===== src/rtl/drum_pkg.sv =====
// Shared definitions for the DRUM approximate multiply-accumulate block.
// Holds the default widths, the pipeline depth and the helper that sizes
// the per-operand shift fields.
package drum_pkg;

    localparam int DEF_N      = 8;
    localparam int DEF_M      = 8;
    localparam int DEF_K      = 6;
    localparam int DEF_ACC_W  = 24;
    localparam int NUM_STAGES = 3;

    // Bits needed to hold a shift of 0 .. (width - k); never less than 1.
    function automatic int shift_w(input int width, input int k);
        int w;
        w = $clog2(width - k + 1);
        return (w < 1) ? 1 : w;
    endfunction

endpackage


===== src/rtl/drum_operand.sv =====
// One DRUM operand path: magnitude, leading-one detection, truncation to a
// K-bit mantissa and the matching left-shift amount. Purely combinational;
// the caller registers the results.
module drum_operand
    import drum_pkg::*;
#(
    parameter int W  = DEF_N,
    parameter int K  = DEF_K,
    parameter int SW = shift_w(W, K)
) (
    input  logic [W-1:0]  x,
    input  logic          signed_mode,
    output logic [K-1:0]  mant,
    output logic [SW-1:0] shift,
    output logic          neg
);

    logic [W-1:0] mag;
    int           lead;
    int           sh_int;

    // A negative operand is folded to its one's-complement magnitude.
    assign neg = signed_mode & x[W-1];

    // Find the leading one and keep the K bits below it, forcing the LSB to 1
    // so the dropped tail is replaced by its expected midpoint.
    // NOTE: every variable assigned here gets a value before any condition,
    // so no path can leave one unassigned and imply a latch.
    always_comb begin
        mag    = neg ? ~x : x;
        lead   = 0;
        sh_int = 0;
        mant   = mag[K-1:0];
        shift  = '0;
        for (int i = 0; i < W; i++) begin
            if (mag[i]) lead = i;
        end
        if (lead >= K) begin
            sh_int = lead - K + 1;
            mant   = K'((mag >> sh_int) | W'(1));
            shift  = SW'(sh_int);
        end
    end

endmodule


===== src/rtl/drum_mac.sv =====
// DRUM approximate multiply-accumulate, three-stage valid/ready pipeline:
//   S1 operand magnitude, leading-one detection, truncation
//   S2 K x K mantissa multiply
//   S3 shift, sign restore, accumulate into the output register
// Optional build macro DRUM_MAC_SAT_EN: saturate the accumulator on
// overflow instead of wrapping modulo 2^ACC_W.
module drum_mac
    import drum_pkg::*;
#(
    parameter int N     = DEF_N,
    parameter int M     = DEF_M,
    parameter int K     = DEF_K,
    parameter int ACC_W = DEF_ACC_W
) (
    input  logic             clk,
    input  logic             rst_n,
    input  logic             in_valid,
    output logic             in_ready,
    input  logic [N-1:0]     in_a,
    input  logic [M-1:0]     in_b,
    input  logic             in_signed,
    input  logic             in_acc,
    output logic             out_valid,
    input  logic             out_ready,
    output logic [N+M-1:0]   out_prod,
    output logic [ACC_W-1:0] out_acc,
    output logic             out_ovf
);

    localparam int P_W  = N + M;
    localparam int MP_W = 2 * K;
    localparam int SW_A = shift_w(N, K);
    localparam int SW_B = shift_w(M, K);
    localparam int SH_W = shift_w(N + M - K, K);

    logic            advance;

    logic [K-1:0]    mant_a, mant_b;
    logic [SW_A-1:0] sh_a;
    logic [SW_B-1:0] sh_b;
    logic            neg_a, neg_b;

    logic            s1_valid, s1_inv, s1_signed, s1_acc;
    logic [K-1:0]    s1_mant_a, s1_mant_b;
    logic [SH_W-1:0] s1_shift;

    logic            s2_valid, s2_inv, s2_signed, s2_acc;
    logic [MP_W-1:0] s2_mprod;
    logic [SH_W-1:0] s2_shift;

    logic [P_W-1:0]   prod_sh, prod_fin;
    logic [ACC_W-1:0] ext, acc_nxt;
    logic [ACC_W:0]   sum_w;
    logic             ovf_now;

    // The whole pipeline moves together whenever the output slot is free.
    assign advance  = !out_valid || out_ready;
    assign in_ready = advance;

    drum_operand #(.W(N), .K(K), .SW(SW_A)) u_op_a (
        .x           (in_a),
        .signed_mode (in_signed),
        .mant        (mant_a),
        .shift       (sh_a),
        .neg         (neg_a)
    );

    drum_operand #(.W(M), .K(K), .SW(SW_B)) u_op_b (
        .x           (in_b),
        .signed_mode (in_signed),
        .mant        (mant_b),
        .shift       (sh_b),
        .neg         (neg_b)
    );

    // S1: capture truncated mantissas, combined shift and the sample flags.
    // NOTE: state is updated with <= so each stage samples its predecessor's
    // pre-edge value; = here would let data race through several stages.
    // NOTE: only the valid bit is reset; payload registers are qualified by
    // it, so their contents after reset never matter.
    always_ff @(posedge clk) begin
        if (!rst_n) begin
            s1_valid <= 1'b0;
        end else if (advance) begin
            s1_valid  <= in_valid;
            s1_mant_a <= mant_a;
            s1_mant_b <= mant_b;
            s1_shift  <= SH_W'(sh_a) + SH_W'(sh_b);
            s1_inv    <= neg_a ^ neg_b;
            s1_signed <= in_signed;
            s1_acc    <= in_acc;
        end
    end

    // S2: small K x K multiply.
    always_ff @(posedge clk) begin
        if (!rst_n) begin
            s2_valid <= 1'b0;
        end else if (advance) begin
            s2_valid  <= s1_valid;
            s2_mprod  <= MP_W'(s1_mant_a) * MP_W'(s1_mant_b);
            s2_shift  <= s1_shift;
            s2_inv    <= s1_inv;
            s2_signed <= s1_signed;
            s2_acc    <= s1_acc;
        end
    end

    // S3 datapath: scale the product, restore its sign, extend and add.
    always_comb begin
        prod_sh  = P_W'(s2_mprod) << s2_shift;
        prod_fin = s2_inv ? ~prod_sh : prod_sh;
        if (s2_signed) begin
            ext = ACC_W'($signed(prod_fin));
        end else begin
            ext = ACC_W'(prod_fin);
        end
        sum_w = {1'b0, out_acc} + {1'b0, ext};
        if (s2_signed) begin
            ovf_now = s2_acc && (out_acc[ACC_W-1] == ext[ACC_W-1])
                             && (sum_w[ACC_W-1] != out_acc[ACC_W-1]);
        end else begin
            ovf_now = s2_acc && sum_w[ACC_W];
        end
        acc_nxt = s2_acc ? sum_w[ACC_W-1:0] : ext;
`ifdef DRUM_MAC_SAT_EN
        // Signed overflow needs both addends on the same side, so the sign
        // of the new term gives the direction; unsigned can only run high.
        if (ovf_now) begin
            if (s2_signed) begin
                acc_nxt = ext[ACC_W-1] ? {1'b1, {(ACC_W-1){1'b0}}}
                                       : {1'b0, {(ACC_W-1){1'b1}}};
            end else begin
                acc_nxt = '1;
            end
        end
`endif
    end

    // S3 register: output slot; bubbles leave the accumulator untouched.
    always_ff @(posedge clk) begin
        if (!rst_n) begin
            out_valid <= 1'b0;
            out_prod  <= '0;
            out_acc   <= '0;
            out_ovf   <= 1'b0;
        end else if (advance) begin
            out_valid <= s2_valid;
            if (s2_valid) begin
                out_prod <= prod_fin;
                out_acc  <= acc_nxt;
                out_ovf  <= out_ovf | ovf_now;
            end
        end
    end

endmodule

===== config.mk =====
export PLATFORM = sky130hd
export DESIGN_NAME = drum_mac
export DESIGN_NICKNAME = d
export VERILOG_FILES = /design/src/rtl/drum_pkg.sv /design/src/rtl/drum_operand.sv /design/src/rtl/drum_mac.sv
export SDC_FILE = /design/constraint.sdc
export NUM_CORES = 1
export LEC_CHECK = 0
export BUFFER_PORTS_ARGS = -buffer_cell sky130_fd_sc_hd__buf_2
export CORE_MARGIN = 2
export CORE_UTILIZATION = 47
export DETAILED_ROUTE_END_ITERATION = 10
export PLACE_DENSITY_LB_ADDON = 0.15
export SLEW_MARGIN = 0
export SYNTH_ARGS = -nofsm -noshare
export SYNTH_HDL_FRONTEND = slang
export SYNTH_SLANG_ARGS = --single-unit
export TNS_END_PERCENT = 10

===== constraint.sdc =====
create_clock -name clk -period 5.3 [get_ports clk]
set_input_delay 1.59 -clock clk [delete_from_list [all_inputs] [get_ports clk]]
set_output_delay 1.59 -clock clk [all_outputs]
set_load 0.1 [all_outputs]

==> results.ini <==
[place]
place_congestion=0.8984
dp_hpwl_mm=13.05
portBuffers=64

[sta]
rsz0062_at_grt=false
clock.fmax_mhz=246.5
finalHoldViolCount=0
report.final.setup_viol=0
layout_min_cycle_time_ns=4.057
fin_setup_tns_ns=0
worstMarginPinSlew_ns=1.005
holdWs_ns=0.4193
finalClockSkew_ns=0.007854
timing.max_slew.rel_slack_pct=32.94
finalMaxSlewViolations=0
fin_crit_sh_pct=76.54

[grt]
grt_util_met2_pct=36.11
grt_usage_pct=21.36
first_pass_grt_wire_length_mm=28.00
grt_use_met3_pct=2.136
overflow=0
first_global_vias=5687
grt_max_degree=46
global_route.peak_usage_layer=met2
grt_antenna_before_repair=0
groute.layer.met1.usage_pct=27.67

[synthesis]
synth.net_count=914
synth-compound-area-share_pct=20.42
synth-adder-area-share_pct=14.24
ys_async_sr_fraction_pct=0
post_synth_num_cell_types=83
synth.top_cell.area_share_pct=15.12
synthXorXnorAreaFrac_pct=6.877
synth_sequential_area_ratio_pct=27.44
synth_area_um2=7151
postSynth.topFlopCell=sky130_fd_sc_hd__dfxtp_1
synthSimpleGateAreaFrac_pct=19.67
syn_inst=822
yosys.area.top_type=sky130_fd_sc_hd__edfxtp_1
synth.top_cells.by_area=sky130_fd_sc_hd__edfxtp_1 (15%), sky130_fd_sc_hd__dfxtp_1 (12%), sky130_fd_sc_hd__ha_1 (8.9%), sky130_fd_sc_hd__fa_1 (5.3%), sky130_fd_sc_hd__xnor2_1 (4.5%)
combinational_family_with_the_most_area_after_synthesis=compound AO/OA/AOI/OAI gates
ys.warnings.count=0
synth_edf_count=36
syn_area_per_cell_um2=8.699
post_synth_mux_area_share_pct=5.389
synth.ff_latch_count=80

[final_layout]
nNetsFinal=945
n_diodes=0
final_layout_size_suffix_gt1_share_pct=15.03
nFillCells=1378
multi_input_comb_area_um2=4762
area_growth_syn_to_layout_pct=10.11
postLayoutCoreUtil_pct=52.38
final-seq-area_um2=1962

[power_and_ir_drop]
p_leak_uw=0.003391
irDropWorstVdd_mv=0.1902
total_power_of_the_final_layout_uw=3116
power_per_cell_area_nw_per_um2=395.7

[route]
post-route-drc-count=0
detail_route_antenna_nets=0
wl_per_cell_um=16.21
initial_drt_pass_iterations=5
initial_detailed_routing_violation_count=394
drt-vias-per-instance=5.747
route.final.wire_length_mm=16.96
vias=6011

[worst_setup_path]
worst_setup_path_end_kind=flop
critical_path.max_fanout=22
worst-endpoint-arrival_ns=4.16
cp-start-kind=input port
critPathRequiredTime_ns=5.41
critPathKind=in -> reg

[clock_network]
clkSlewWorstSetupHoldPaths_ns=0.06
cts_post_setup_buffers_inserted=0
cts.root.buffer_cell=sky130_fd_sc_hd__clkbuf_16
ctsHoldBuffers=0
post_cts_resized=0
cts_buffers=9
clk_path_buf_depth=2
clk-insertion-delay-late_ns=0.35
cts_sinks=80
cts-htree-levels=3
cts_tree=done

[outcome]
status=complete, no violations

[floorplan]
die_area_um2=16220
core_area_um2=15030
row_count=45
i_o_pin_total=65
die_h_um=127.3
start_util_pct=47.57
die_x_um=127.3

[flow_run]
max_cap_viol_count=0

[min_path]
hold_class=reg -> reg

critical path, stage by stage:
cell	delay, ns
sky130_fd_sc_hd__buf_2	0.34
sky130_fd_sc_hd__nand2_2	0.17
sky130_fd_sc_hd__o31ai_1	0.27
sky130_fd_sc_hd__and4_1	0.37
sky130_fd_sc_hd__ha_1	0.19
sky130_fd_sc_hd__o21a_1	0.34
sky130_fd_sc_hd__and2_1	0.19
sky130_fd_sc_hd__ha_1	0.14
sky130_fd_sc_hd__inv_1	0.04
sky130_fd_sc_hd__fa_1	0.47
sky130_fd_sc_hd__inv_1	0.04
cells by family after synthesis:
kind of cell	Yosys count
AOI/OAI and AO/OA	211
xor gates and xnor gates	54
adders and majority gates	70
buffers and inverters	100
DFF	80
muxes	32
and+or+nand+nor	275
where the power goes:
part	total [uW]	internal (uW)	switching (uW)	leakage [uW]
Combinational	1510	578	930	0.00250
Clock	766	509	256	0.000174
Sequential	842	770	72.5	0.000713
synth_stat cells (19+ instances only):
cell type,instances
sky130_fd_sc_hd__a21oi_1,56
sky130_fd_sc_hd__and2_1,28
sky130_fd_sc_hd__clkbuf_1,21
sky130_fd_sc_hd__dfxtp_1,44
sky130_fd_sc_hd__edfxtp_1,36
sky130_fd_sc_hd__fa_1,19
sky130_fd_sc_hd__ha_1,51
sky130_fd_sc_hd__inv_1,49
sky130_fd_sc_hd__mux2i_1,22
sky130_fd_sc_hd__nand2_1,83
sky130_fd_sc_hd__nand3_1,23
sky130_fd_sc_hd__nor2_1,57
sky130_fd_sc_hd__o21ai_0,27
sky130_fd_sc_hd__xnor2_1,37
area by class of cell:
cell class / instances / share of cell area, %
clock buffer: 11 / 2.956
clock inverter: 5 / 1.637
inverter: 50 / 2.384
multi-input combinational: 642 / 60.48
sequential: 80 / 24.92
tap: 188 / 2.987
timing repair buffer: 70 / 4.640
cell usage in the layout, fill, tap and decap left out, types with 28 or more instances in the layout:
cell type	netlist	final
sky130_fd_sc_hd__nor2_1	57	57
sky130_fd_sc_hd__and2_1	28	28
sky130_fd_sc_hd__nand2_1	83	83
sky130_fd_sc_hd__buf_2	16	64
sky130_fd_sc_hd__ha_1	51	51
sky130_fd_sc_hd__xnor2_1	37	37
sky130_fd_sc_hd__dfxtp_1	44	44
sky130_fd_sc_hd__a21oi_1	56	56
sky130_fd_sc_hd__inv_1	49	49
sky130_fd_sc_hd__edfxtp_1	36	36
state kept, by name (all words and copies together), names as in the netlist:
name / flops
out_acc: 24
out_ovf: 1
out_prod: 16
out_valid: 1
s1_acc: 1
s1_inv: 1
s1_mant_a: 6
s1_mant_b: 6
s1_shift: 3
s1_signed: 1
s1_valid: 1
s2_acc: 1
s2_inv: 1
s2_mprod: 12
s2_shift: 3
s2_signed: 1
s2_valid: 1
final timing paths:
kind,startpoint,end,slack (ns),cells after the start
worst max-delay path,in_signed,s1_shift[1],1.24,11
worst max register to register,s2_shift[0],out_acc[23],1.35,13
worst min-delay path,s1_shift[1],s2_shift[1],0.42,0
worst min register to register,s1_shift[1],s2_shift[1],0.42,0
per-layer routing:
| layer | wire (um) | up-vias |
|---|---|---|
| met5 | 0 | - |
| met4 | 529 | 0 |
| met3 | 643 | 31 |
| met2 | 8208 | 152 |
| met1 | 7578 | 2818 |
| li1 | - | 3010 |
through the flow:
| stage | setup WS (ns) | cells | area [um^2] |
|---|---|---|---|
| detailed placement | 0.8814 | 1030 | 7512 |
| global placement | 0.9493 | 1030 | 7512 |
| CTS | 1.251 | 1046 | 7874 |
| floorplan | 1.043 | 822 | 7151 |
| finish | 1.243 | 1046 | 7874 |
| global route | 1.015 | 1046 | 7874 |
Power figures use the tool's default switching activity.
